===== src/rtl/centimos_euros_seq.sv =====
// ---------------------------------------------------------------------------
// centimos_euros_seq
// Converts an unsigned amount in cents into whole euros plus remaining cents.
// The input can optionally be rounded to the nearest 5 cents first. The
// division by 100 is a bit-serial restoring divider producing one quotient
// bit per clock (W+1 cycles).
//
// Ports
//   clk           : clock, rising edge
//   rst_n         : asynchronous active-low reset
//   centimos      : amount in cents (W bits)
//   round5        : 1 = round to nearest 5 cents before conversion
//   in_valid      : request valid
//   in_ready      : block idle, request will be accepted
//   eurosinteiros : whole euros (W bits)
//   eurosfracao   : remaining cents 0..99
//   out_valid     : result valid, held until out_ready
//   out_ready     : consumer accepts result
//
// state | meaning
// IDLE  | waiting for a request, in_ready=1
// CALC  | shifting dividend through the restoring divider
// DONE  | result presented, waiting for out_ready
// ---------------------------------------------------------------------------
module centimos_euros_seq #(
  parameter int W = 10
) (
  input  logic         clk,
  input  logic         rst_n,
  input  logic [W-1:0] centimos,
  input  logic         round5,
  input  logic         in_valid,
  output logic         in_ready,
  output logic [W-1:0] eurosinteiros,
  output logic [6:0]   eurosfracao,
  output logic         out_valid,
  input  logic         out_ready
);

  localparam int CW = $clog2(W + 1);

  typedef enum logic [1:0] {
    IDLE = 2'd0,
    CALC = 2'd1,
    DONE = 2'd2
  } state_t;

  state_t state, state_next;

  logic [CW-1:0] cnt;
  logic [W:0]    dvd;
  logic [6:0]    rem;

  logic [15:0] cent_ext;
  logic [5:0]  nib_sum;
  logic [4:0]  fold_sum;
  logic [2:0]  mod5;
  logic [W:0]  dvd_in;

  logic [7:0] trial;
  logic       ge;
  logic [6:0] rem_next;

  // centimos mod 5 without a wide modulo: 16 = 1 (mod 5), so the sum of the
  // hex digits has the same residue. Folding twice leaves a value <= 18.
  always_comb begin
    cent_ext = 16'(centimos);
    nib_sum  = 6'(cent_ext[3:0]) + 6'(cent_ext[7:4]) +
               6'(cent_ext[11:8]) + 6'(cent_ext[15:12]);
    fold_sum = 5'(nib_sum[5:4]) + 5'(nib_sum[3:0]);
    if (fold_sum >= 5'd15)      mod5 = 3'(fold_sum - 5'd15);
    else if (fold_sum >= 5'd10) mod5 = 3'(fold_sum - 5'd10);
    else if (fold_sum >= 5'd5)  mod5 = 3'(fold_sum - 5'd5);
    else                        mod5 = 3'(fold_sum);

    dvd_in = {1'b0, centimos};
    if (round5) begin
      if (mod5 <= 3'd2) dvd_in = {1'b0, centimos} - (W+1)'(mod5);
      else              dvd_in = {1'b0, centimos} + (W+1)'(3'd5 - mod5);
    end
  end

  // One restoring step: trial remainder is always < 200, so the subtracted
  // result fits in 7 bits and can be computed modulo 128.
  always_comb begin
    trial    = {rem, dvd[W]};
    ge       = (trial >= 8'd100);
    rem_next = ge ? (trial[6:0] - 7'd100) : trial[6:0];
  end

  always_ff @(posedge clk or negedge rst_n) begin
    if (!rst_n) state <= IDLE;
    else        state <= state_next;
  end

  always_comb begin
    state_next = state;
    case (state)
      IDLE:    if (in_valid) state_next = CALC;
      CALC:    if (cnt == CW'(0)) state_next = DONE;
      DONE:    if (out_ready) state_next = IDLE;
      default: state_next = IDLE;
    endcase
  end

  assign in_ready  = (state == IDLE);
  assign out_valid = (state == DONE);

  // The dividend register doubles as the quotient register: quotient bits
  // shift in at the bottom as dividend bits leave at the top.
  always_ff @(posedge clk or negedge rst_n) begin
    if (!rst_n) begin
      cnt           <= '0;
      dvd           <= '0;
      rem           <= '0;
      eurosinteiros <= '0;
      eurosfracao   <= '0;
    end else begin
      case (state)
        IDLE: begin
          if (in_valid) begin
            dvd <= dvd_in;
            rem <= '0;
            cnt <= CW'(W);
          end
        end
        CALC: begin
          dvd <= {dvd[W-1:0], ge};
          rem <= rem_next;
          cnt <= cnt - CW'(1);
          if (cnt == CW'(0)) begin
            eurosinteiros <= {dvd[W-2:0], ge};
            eurosfracao   <= rem_next;
          end
        end
        default: ;
      endcase
    end
  end

endmodule


===== config.mk =====
export PLATFORM = sky130hd
export DESIGN_NAME = centimos_euros_seq
export DESIGN_NICKNAME = d
export VERILOG_FILES = /design/src/rtl/centimos_euros_seq.sv
export SDC_FILE = /design/constraint.sdc
export NUM_CORES = 1
export LEC_CHECK = 0
export BUFFER_PORTS_ARGS = -buffer_cell sky130_fd_sc_hd__buf_2
export CAP_MARGIN = 20
export CORE_UTILIZATION = 54
export DETAILED_ROUTE_END_ITERATION = 16
export PLACE_DENSITY = 0.8
export RECOVER_POWER = 100
export SETUP_SLACK_MARGIN = 0.02
export SYNTH_ARGS = -nofsm -noshare
export SYNTH_HDL_FRONTEND = slang
export SYNTH_SLANG_ARGS = --single-unit
export TNS_END_PERCENT = 5

===== constraint.sdc =====
create_clock -name clk -period 1.9 [get_ports clk]
set_clock_uncertainty 0.2 [all_clocks]
set_input_delay 0.095 -clock clk [delete_from_list [all_inputs] [get_ports clk]]
set_output_delay 0.095 -clock clk [all_outputs]
set_load 0.02 [all_outputs]

==> flow_summary.toml, run 1 <==
[layout]
mostFrequentLayoutCells = "buf_4, dfrtp_1, ha_1, clkbuf_1, inv_1"
n_fill_cell = 355
multi_input_area_mm2 = 0.00220
fin_nets = 512
antennaDiodeCount = 0
syn_to_final_growth_pct = 39.8
final_layout_size_suffix_gt1_frac = 0.391
regArea_mm2 = 0.00103
layout_commonest_cell = "buf_4"

[sta]
setup-tns-final_ns = -42.11
max_slew_margin = 0.349
final.setup.worst_slack_ns = -4.05
final_max_slew_viol_count = 0
fmax_ghz = 0.168
rsz0062_at_grt = "yes"
finalHoldViolations = 0
worst_pin_slew_ns = 0.977
setup_viol = 17
period_minus_slack_ns = 5.95
period_share = 3.13

[logic_synthesis]
synth-compound-area-share = 0.204
yosys.area_share.simple = 0.129
ys_seq_area_frac = 0.324
synth_seq_cells = 41
synth_area_mm2 = 0.00317
synth_xor_area_frac = 0.0438
yosysUniqueCellTypes = 57
synth_top_family_by_area = "compound AO/OA/AOI/OAI gates"
synth_edf_count = 0
ys.flop_type = "dfrtp_1"
syn-instance-count = 324
avgSynthCellArea_um2 = 9.78
ys.warnings.count = 0
synth_nets = 382
async_flop_share = 1.00
synthMuxAreaShare = 0.0719
synthAdderAreaFrac = 0.184

[worst_setup_path]
cp_top_family = "adder cells"
critPathCaptureType = "flop"
worst_path_most_repeated_cell = "buf_4"
critical_path_buf_inv_count = 7
r2r_slack_ns = -0.12
critPathSlowestCell = "or4_4"
reg2reg_to = "eurosfracao[5]"
worst_ep_arrival_time_ns = 5.96
slowest_delay_ns = 0.57
reg2reg_depth = 8
setup.worst_path.class = "input port to flop"
cp-start-kind = "input port"
cp_max_fo = 6
required_ns = 1.91
reg2reg_from = "rem[1]"

[detailed_routing]
drc_errors = 0
via_per_inst = 5.74
drt-initial-drc-count = 165
ant_nets = 0
highest_layer = "met4"
met2WireLength_mm = 4.46
num_vias = 3024
drtPass1Iterations = 4
drt_wl_total_mm = 8.44
wirelength_met1_mm = 3.35
routed-wl-met3_um = 315
wl_per_cell_um = 16.0

[clock_tree]
cts_buffer_depth = 2
cts_tree = "done"
cts.clk_slew.worst_paths_ns = 0.07
clock-root-buffer = "clkbuf_8"
clk_latency_ns = 0.29
htreeDepth = 2
clock-sinks = 41
cts_buffers = 5

[run_status]
violations = "negative setup slack"
outcome = "complete, but fails checks"

[hold_path]
min-delay-start = "centimos[3]"
holdPathStages = 4
hp-class = "input port to flop"
hold_path_end = "dvd[3]"

[floorplanning]
io_pins = 34
die_w_um = 78.6
core_region_area_mm2 = 0.00557
start_util = 0.568
die-area_mm2 = 0.00618
row_count = 27
dieHeight_um = 78.6

[place]
portBuffers = 33
dpl.hpwl_mm = 6.40
gp_congestion = 0.895
post-place-ws_ns = -4.55

[global_routing]
grt_pass1_vias = 3146
grt_usage = 0.289
grt_max_degree = 42
grt_first_pass_wirelength_mm = 14.1
antenna_found_initial = 0
grt.overflow.total = 0

[run]
drv_cap = 0
==> synthesized netlist by cell type, drive strengths merged, types with 3 or more instances <==
master / instances / share of area
nand2b: 3 / 0.0059
nand2: 18 / 0.021
nand4: 3 / 0.0059
a22o: 5 / 0.014
inv: 28 / 0.033
xor2: 6 / 0.019
nor3: 8 / 0.013
nand3: 6 / 0.011
fa: 6 / 0.038
a31oi: 6 / 0.017
a211oi: 5 / 0.012
xnor2: 9 / 0.025
mux2i: 7 / 0.022
o31ai: 4 / 0.014
ha: 37 / 0.15
nor2b: 6 / 0.012
nor3b: 4 / 0.0095
nor2: 13 / 0.015
mux2: 14 / 0.050
a21oi: 14 / 0.022
a21o: 7 / 0.017
or3: 3 / 0.0075
a22oi: 6 / 0.014
clkbuf: 7 / 0.0083
o22ai: 4 / 0.0079
dfrtp: 41 / 0.32
o21ai: 26 / 0.042
==> area by class of cell <==
class                           instances  share of cell area
Clock buffer                            7              0.0195
Clock inverter                          1             0.00678
Inverter                               30              0.0271
Multi-Input combinational cell        246               0.497
Sequential cell                        41               0.232
Tap cell                               72              0.0203
Timing Repair Buffer                  130               0.198
==> how the worst max path moves through the flow <==
stage	start	end	slack, ns	cells after the start
after floorplan	centimos[9]	dvd[6]	-4.02	27
after global placement	centimos[9]	dvd[5]	-4.30	29
after detailed placement	centimos[9]	dvd[5]	-4.55	29
after CTS	centimos[9]	dvd[6]	-4.05	29
after global routing	centimos[9]	dvd[9]	-4.27	28
final	centimos[9]	dvd[9]	-4.05	28
==> registers in the layout (all words and copies together) (netlist names) <==
signal and flops:
eurosinteiros 10, state 2, dvd 11, cnt 4
rem 7, eurosfracao 7
==> repair_timing <==
item                                    4_1_cts  5_1_grt
endpoints found under the setup margin       20       29
pin swaps                                    15        7
buffers inserted                              6        0
endpoints found under the hold margin        46        0
resized for setup                            13       15
hold buffers                                  5        0
==> metrics by stage <==
stage,utilization,instances,cell area [µm²],hold slack (ns)
after global placement,0.748,508,4170,-0.0195
after floorplan,-,324,3290,-0.401
after CTS,0.793,527,4420,0.0339
final,0.795,527,4430,0.0416
after global routing,0.795,527,4430,0.0668
after detailed placement,0.748,508,4170,-0.0196
==> worst register-to-register path, stage by stage (launching register included) <==
cell and delay (ns):
dfrtp_1 0.43, inv_2 0.07, ha_1 0.16, inv_1 0.05, a211o_1 0.28, a31o_4 0.26, o31ai_1 0.09, xor2_1 0.24
o21ai_0 0.12
==> cells by family (layout without fill, tap and decap cells) <==
group / after synthesis / count (layout)
AO/OA/AOI/OAI: 92 / 92
XOR/XNOR: 15 / 15
adder cells (fa/ha/maj): 43 / 43
buffers and inverters: 37 / 168
flip-flops: 41 / 41
multiplexers: 21 / 21
AND/OR/NAND/NOR: 75 / 75
==> layer usage <==
| layer | vias up | GRT usage |
|---|---|---|
| met5 | - | 0 |
| met4 | 0 | 0.135 |
| met3 | 26 | 0.0314 |
| met2 | 86 | 0.530 |
| met1 | 1474 | 0.334 |
| li1 | 1438 | - |
Power of run 1 is not shown: default switching activity piles up to over one toggle a cycle in this logic, so the estimate is an artifact.
==> run 2: changes to the inputs <==
- MAX_ROUTING_LAYER: unset -> met4
==> run 2 against run 1 <==
  * The flow still finishes with violations (negative setup slack)
  * Clock-buffer cell count unchanged
  * Wire length up 6.8%
  * Critical path depth up 2
  * Setup slack worse by 0.0020 ns
  * First-iteration DRC count up 53%
  * Largest cell class unchanged
==> flow_summary.toml, run 2 (synthesized netlist as in run 1, its figures left out) <==
[sta]
final_max_slew_viol_count = 0
fmax_ghz = 0.168
rsz0062_at_grt = "yes"
final.setup.worst_slack_ns = -4.05
finalHoldViolations = 0
worst_pin_slew_ns = 0.992
setup_viol = 29
period_minus_slack_ns = 5.95
period_share = 3.13
max_slew_margin = 0.338

[worst_setup_path]
required_ns = 1.87
reg2reg_depth = 8
reg2reg_from = "rem[1]"
reg2reg_to = "rem[5]"
slowest_delay_ns = 0.65
critPathCaptureType = "flop"
cp_max_fo = 4
critPathSlowestCell = "fa_2"
cp-start-kind = "input port"
worst_ep_arrival_time_ns = 5.93
setup.worst_path.class = "input port to flop"
r2r_slack_ns = -0.15

[layout]
largest_reg_flops = 11
fin_nets = 518
final_cell_count_no_fill = 533
top_register = "dvd"
layout_commonest_cell = "buf_4"
antennaDiodeCount = 0
syn_to_final_growth_pct = 44.4
final_layout_size_suffix_gt1_frac = 0.408
n_fill_cell = 351
mostFrequentLayoutCells = "buf_4, dfrtp_1, ha_1, clkbuf_1, inv_1"
top_regs = "dvd (11), eurosinteiros (10)"

[floorplanning]
core_region_area_mm2 = 0.00557
row_count = 27
start_util = 0.568
io_pins = 34
dieHeight_um = 78.6
die_w_um = 78.6
die-area_mm2 = 0.00618

[run_status]
violations = "negative setup slack"
outcome = "complete, but fails checks"

[global_routing]
grt_first_pass_wirelength_mm = 14.6
grt.overflow.total = 0
grt_max_degree = 42
antenna_found_initial = 0
grt_usage = 0.312
grt_pass1_vias = 3187

[hold_path]
holdPathStages = 4
hold_path_end = "dvd[3]"
min-delay-start = "centimos[3]"
hp-class = "input port to flop"

[clock_tree]
cts.clk_slew.worst_paths_ns = 0.07
htreeDepth = 2
cts_buffers = 5
clock-sinks = 41
clk_latency_ns = 0.29
cts_tree = "done"
clock-root-buffer = "clkbuf_8"
cts_buffer_depth = 2

[place]
dpl.hpwl_mm = 6.57
gp_congestion = 0.911
portBuffers = 33
dp_cells = 505

[detailed_routing]
num_vias = 3080
drc_errors = 0
ant_nets = 0
wl_per_cell_um = 16.9
drt-initial-drc-count = 253
drt_wl_total_mm = 9.01
via_per_inst = 5.78
drtPass1Iterations = 4

[run]
drv_cap = 0
[run 2: area by class of cell]
class                   instances  area [µm²]  area share
clock inverters                 1        30.0     0.00657
multi-input cells             246        2270       0.496
inverters                      30         123      0.0268
well taps                      72        90.1      0.0197
flip-flops and latches         41        1030       0.224
repair buffers                136         948       0.207
clock buffers                   7        86.3      0.0189
[run 2: critical path, delay by kind of cell]
| family | cells | cell delay, ns |
|---|---|---|
| buffers and inverters | 6 | 0.45 |
| XOR/XNOR | 3 | 0.41 |
| adder cells (fa/ha/maj) | 8 | 2.60 |
| AO/OA/AOI/OAI | 12 | 2.09 |
| AND/OR/NAND/NOR | 1 | 0.26 |
[run 2: stage by stage]
stage / util / hold slack (ns) / instance area, µm² / TNS [ns] / setup slack [ns]
2_1_floorplan: - / -0.401 / 3290 / -40.80 / -4.02
3_3_place_gp: 0.744 / -0.0211 / 4150 / -44.89 / -4.33
3_5_place_dp: 0.744 / -0.0153 / 4150 / -47.28 / -4.53
4_1_cts: 0.801 / 0.0355 / 4460 / -42.32 / -4.10
5_1_grt: 0.820 / 0.0543 / 4570 / -46.83 / -4.26
6_report: 0.820 / 0.0357 / 4570 / -42.50 / -4.05
[run 2: how the worst max path moves through the flow]
| stage | startpoint | endpoint | slack (ns) | cells after the start |
|---|---|---|---|---|
| 6_report | centimos[5] | dvd[10] | -4.05 | 30 |
| 2_1_floorplan | centimos[9] | dvd[6] | -4.02 | 27 |
| 4_1_cts | centimos[9] | dvd[6] | -4.10 | 29 |
| 3_3_place_gp | centimos[9] | dvd[5] | -4.33 | 29 |
| 3_5_place_dp | centimos[9] | dvd[5] | -4.53 | 29 |
| 5_1_grt | centimos[5] | dvd[10] | -4.26 | 30 |
[run 2: layer usage]
| metal | global-route usage | vias up | part of all wire |
|---|---|---|---|
| met2 | 0.573 | 96 | 0.55 |
| met5 | - | - | 0 |
| met3 | 0.0500 | 29 | 0.041 |
| met1 | 0.330 | 1501 | 0.38 |
| met4 | 0.126 | 0 | 0.031 |
| li1 | - | 1454 | - |
[run 2: repair_timing]
action	CTS	global route
pin swaps	23	33
setup buffers	9	6
hold buffers	5	0
setup endpoints to repair	20	30
resized for setup	23	27
hold endpoints to repair	45	0
Power of run 2 is left out for the same reason.
